[config.mk]
export PLATFORM = sky130hd
export DESIGN_NAME = hazard_unit
export DESIGN_NICKNAME = d
export VERILOG_FILES = /design/src/rtl/hazard_unit.sv
export SDC_FILE = /design/constraint.sdc
export NUM_CORES = 1
export LEC_CHECK = 0
export ABC_AREA = 1
export BUFFER_PORTS_ARGS = -buffer_cell sky130_fd_sc_hd__clkbuf_2
export CORE_MARGIN = 8
export CORE_UTILIZATION = 40
export CTS_CLUSTER_SIZE = 28
export DETAILED_ROUTE_END_ITERATION = 10
export PLACE_DENSITY = 0.72
export SETUP_SLACK_MARGIN = 0.05
export SLEW_MARGIN = 30
export SYNTH_ARGS = -nofsm -noshare
export SYNTH_HDL_FRONTEND = slang
export SYNTH_SLANG_ARGS = --single-unit
export TNS_END_PERCENT = 20
[constraint.sdc]
create_clock -name clk -period 2.7 [get_ports clk]
set_input_delay 0.27 -clock clk [delete_from_list [all_inputs] [get_ports clk]]
set_output_delay 0.27 -clock clk [all_outputs]
set_load 0.05 [all_outputs]
[src/rtl/hazard_unit.sv]
// Pipeline hazard unit: operand forwarding, load/branch/mult-div stall detection,
// IF/ID flush control, a mult/div busy timer and saturating stall/flush counters.
module hazard_unit #(
  parameter int MULDIV_CYCLES = 32
) (
  input  logic        clk,
  input  logic        rst_n,
  input  logic [4:0]  Rs_D,
  input  logic [4:0]  Rt_D,
  input  logic [4:0]  Rs_E,
  input  logic [4:0]  Rt_E,
  input  logic [4:0]  WriteReg_E,
  input  logic [4:0]  WriteReg_M,
  input  logic [4:0]  WriteReg_W,
  input  logic        RegWrite_E,
  input  logic        RegWrite_M,
  input  logic        RegWrite_W,
  input  logic        MemToReg_E,
  input  logic        MemToReg_M,
  input  logic        Branch_D,
  input  logic        BranchTaken_D,
  input  logic        jump,
  input  logic        MulDiv_D,
  input  logic        MulDivRead_D,
  output logic        StallF,
  output logic        StallD,
  output logic        FlushE,
  output logic        FlushD,
  output logic        ForwardA_D,
  output logic        ForwardB_D,
  output logic [1:0]  ForwardA_E,
  output logic [1:0]  ForwardB_E,
  output logic        MulDivBusy,
  output logic        MulDivDone,
  output logic [15:0] StallCount,
  output logic [15:0] FlushCount
);

  localparam int CNT_W = 6;

  typedef enum logic {IDLE, BUSY} md_state_t;

  md_state_t        r_state, w_state_nxt;
  logic [CNT_W-1:0] r_cnt, w_cnt_nxt;
  logic [15:0]      r_stall_cnt, r_flush_cnt;
  logic             w_lwstall, w_branchstall, w_mdstall, w_stall;

  // Register 0 is hardwired to zero, so a write to it never creates a dependency.
  function automatic logic hit(input logic [4:0] dst, input logic [4:0] src);
    return (dst != 5'd0) && (dst == src);
  endfunction

  function automatic logic [1:0] fwd_sel(input logic [4:0] src);
    if (RegWrite_M && hit(WriteReg_M, src))      return 2'b10;
    else if (RegWrite_W && hit(WriteReg_W, src)) return 2'b01;
    else                                         return 2'b00;
  endfunction

  assign ForwardA_E = fwd_sel(Rs_E);
  assign ForwardB_E = fwd_sel(Rt_E);
  assign ForwardA_D = Branch_D & RegWrite_M & hit(WriteReg_M, Rs_D);
  assign ForwardB_D = Branch_D & RegWrite_M & hit(WriteReg_M, Rt_D);

  assign w_lwstall     = MemToReg_E & (hit(WriteReg_E, Rs_D) | hit(WriteReg_E, Rt_D));
  assign w_branchstall = Branch_D &
                         ((RegWrite_E & (hit(WriteReg_E, Rs_D) | hit(WriteReg_E, Rt_D))) |
                          (MemToReg_M & (hit(WriteReg_M, Rs_D) | hit(WriteReg_M, Rt_D))));
  assign w_mdstall     = MulDivBusy & (MulDiv_D | MulDivRead_D);
  assign w_stall       = w_lwstall | w_branchstall | w_mdstall;

  assign StallF = w_stall;
  assign StallD = w_stall;
  assign FlushE = w_stall;
  // A pending stall holds the branch in ID, so its flush waits for the operands.
  assign FlushD = (BranchTaken_D | jump) & ~w_stall;

  // Busy is decoded from the state register so reset clears it without a clock edge.
  assign MulDivBusy = (r_state == BUSY);
  assign MulDivDone = (r_state == BUSY) && (r_cnt == '0);

  // NOTE: every output of a combinational block gets a default first; otherwise
  // a path that skips an assignment infers a latch.
  always_comb begin
    w_state_nxt = r_state;
    w_cnt_nxt   = r_cnt;
    unique case (r_state)
      IDLE: if (MulDiv_D && !w_stall) begin
        w_state_nxt = BUSY;
        w_cnt_nxt   = CNT_W'(MULDIV_CYCLES - 1);
      end
      BUSY: if (r_cnt == '0) w_state_nxt = IDLE;
            else             w_cnt_nxt   = r_cnt - 1'b1;
      default: w_state_nxt = IDLE;
    endcase
  end

  // NOTE: sequential state uses non-blocking assignments so every register
  // samples pre-edge values regardless of block ordering.
  always_ff @(posedge clk or negedge rst_n) begin
    if (!rst_n) begin
      r_state     <= IDLE;
      r_cnt       <= '0;
      r_stall_cnt <= '0;
      r_flush_cnt <= '0;
    end else begin
      r_state <= w_state_nxt;
      r_cnt   <= w_cnt_nxt;
      if (w_stall && r_stall_cnt != 16'hFFFF) r_stall_cnt <= r_stall_cnt + 16'd1;
      if (FlushD  && r_flush_cnt != 16'hFFFF) r_flush_cnt <= r_flush_cnt + 16'd1;
    end
  end

  assign StallCount = r_stall_cnt;
  assign FlushCount = r_flush_cnt;

endmodule

==> metrics.txt <==
Final GP Congestion 0.866; Layout area overhead 18.2%; area leader, netlist dfrtp_1; post-route minimum period 2.16 ns; Clock Path Buffers 2; CTS Root Cell clkbuf_8; Main synth FF type dfrtp_1; Combinational Power Share 0.519; drt via density 4.76; Initial Util 0.413; CTS Buf Count 5; Post-Syn Area per Cell 6.95 sq um; CP Max Fanout 21; first-pass GRT wire length 13900 microns; Post-CTS Setup Bufs 0; chip width 105 microns; Ys Warns 0; Top Ports 91; post-synthesis mux area share 0; FF+latch count, synth 39; synthesized cell area 3190 sq um; hold_buf cts 0; drt pass-1 iters 4; R2R depth 10; post-synth cell types 35; Switching Fraction 0.512; complex-gate fraction of the synthesized area 0.0733; CP arrival 2.34 ns; Post-Synth XOR/XNOR Area 0.137; ANT nets after route 0; Clock Latency Late Sink 0.28 ns; CTS tree yes; max-slew violation count 0; row count 32; top post-synthesis cells by count nand2_1 (141), inv_1 (59), nor2_1 (41); FF-to-FF End StallCount[8]; H-tree depth 2; final worst-path cycle share 0.801; Clock power frac 0.136; Routed Wire Length 8150 microns; Post-Synth Simple-Gate Area 0.367; worst hold slack -0.0171 ns; Synth area leaders dfrtp_1 (31%), nand2_1 (17%), xor2_1 (8.2%), inv_1 (6.9%), nand3_1 (6.1%); antenna violations before repair 0; total congestion overflow 0; Register-to-Register Setup Slack 0.54 ns; Finished Core Util 0.488; post-synth top area share 0.306; core area 7730 sq um; Final Hold Vio Count 39; sequential power share 0.345; number of flops mapped to enable cells by yosys 0; r2r startpoint StallCount[0]; Post-Synthesis Cells 459; dpl ws 0.558 ns; Leak 2.07 nW; RSZ-0062 raised after global routing false; Post-DP Area 3690 sq um; Peak VDD IR 0.000457 V; sequential area share after synthesis 0.306; adder-cell share of the synthesized area 0.0118; Setup violations, final 0; Clock Pin Slew Worst Setup and Hold Paths 0.07 ns; largest net degree at the start of global routing 40; Initial DRC Count 138; Slew headroom 0.577; fin nets 595; setup ws final 0.537 ns; critical path class flip-flop to flip-flop; DRC viols 0; Diodes inserted 0; die height 105 microns; share of cells above drive strength 1 0.218; die footprint 11100 sq um; Max-Cap Viols 0; ys async rst share 1.00; # port buffers 90; Tightest Pin Transition 0.632 ns; crit end category flip-flop; violated checks negative hold slack; post-DP HPWL 6580 microns; internal power 1.35 mW; Avg WL per Cell 12.6 microns; startpoint class of the critical path flip-flop; via count 3083; worst hold path type input pin to async pin; total track usage 0.147; status finished, violations left; post-layout total power 2.77 mW; design area 3770 sq um; clk sinks 39; Resized Gates After CTS 0; main combinational cell family by area after synthesis simple AND/OR/NAND/NOR gates; fmax 462 MHz; syn nets 509; count leader, synth nand2_1; number of global-route vias before repair 3056; # fillers 785; Switch Pwr 1.42 mW; pwr/cell area 735 nW/um^2; Crit path required time 2.87 ns; clk_skew 0.00261 ns
-- per-stage QoR --
| step | hold WS (ns) | instances | TNS (ns) |
|---|---|---|---|
| floorplan | -0.0256 | 459 | -0.481 |
| global placement | 0.461 | 640 | 0 |
| detailed placement | 0.318 | 640 | 0 |
| CTS | 0.00553 | 648 | 0 |
| global route | 0.0241 | 648 | 0 |
| finish | -0.0171 | 648 | 0 |
-- power by group through the flow --
stage | Combinational, mW | Clock [mW] | Sequential [mW]
floorplan | 0.759 | 0 | 1.33
global placement | 1.43 | 0 | 0.957
detailed placement | 1.45 | 0 | 0.964
CTS | 1.46 | 0.390 | 0.956
global route | 1.59 | 0.414 | 0.985
finish | 1.44 | 0.378 | 0.956
-- worst max-delay path by stage --
stage	end	from	slack, ns	cells past startpoint
6_report	StallCount[8]	StallCount[0]	0.54	10
5_1_grt	StallCount[9]	StallCount[0]	0.35	10
4_1_cts	StallCount[8]	StallCount[0]	0.54	10
3_5_place_dp	StallCount[8]	StallCount[0]	0.56	10
3_3_place_gp	StallCount[11]	StallCount[0]	0.66	10
2_1_floorplan	ForwardB_E[0]	WriteReg_M[2]	-0.48	6
-- flip-flops by register name (all words and copies together), names as in the netlist --
register,cells
FlushCount,16
MulDivBusy,1
StallCount,16
r_cnt,6
-- metal layers --
layer,track usage,routed length (microns)
met5,0,0
met4,0.0245,47
met3,0.0420,454
met2,0.251,3900
met1,0.180,3750
-- cell type report --
| type | instances | area [sq um] | area share |
|---|---|---|---|
| multi-input combinational | 345 | 1880 | 0.499 |
| sequential | 39 | 976 | 0.259 |
| clock buffer | 6 | 72.6 | 0.0192 |
| clock inverter | 2 | 12.5 | 0.00332 |
| tap | 102 | 128 | 0.0338 |
| timing repair buffer | 92 | 468 | 0.124 |
| inverter | 62 | 233 | 0.0617 |
-- critical path: stages (launching register included) --
cell and delay (ns):
dfrtp_1 0.45, ha_1 0.25, inv_1 0.06, nor2_2 0.16, nand4_1 0.15, nor2_1 0.18, nand4_1 0.12, nand2_2 0.34
inv_2 0.18, nand2_1 0.10, nand2_1 0.05
-- kinds of logic after synthesis --
logic type      count (synthesis)
flops                          39
buf+inv                        75
fa+ha+maj                       3
xor+xnor                       49
simple gates                  259
compound gates                 34
-- cells in the final DEF, fill, tap and decap left out --
cell type   Yosys  layout
nand2_1       141     141
clkbuf_2        0      89
inv_1          59      59
nor2_1         41      41
dfrtp_1        39      39
nand3_1        39      39
xor2_1         30      30
xnor2_1        18      18
o21bai_1       18      18
nor3_1         10      10
nand4_1         9       9
clkbuf_8        0       5
nor4_1          4       4
nand2_2         4       4
o21ai_1         4       4
inv_2           3       3
o22ai_1         3       3
o21ai_0         3       3
ha_1            3       3
nor2_2          2       2
nand3_2         2       2
a21oi_1         2       2
o2111ai_1       2       2
buf_4           4       2
a2111oi_2       0       1
nand2_4         1       1
o21ai_2         1       1
nand3_4         1       1
nor2_8          1       1
or2_1           1       1
nor3_2          1       1
xnor2_2         1       1
nor3_4          1       1
nand4_4         1       1
clkinvlp_4      0       1
clkinv_2        0       1
clkbuf_1        0       1
clkbuf_4        0       1
Note: power is estimated with default switching activity, not from simulation.
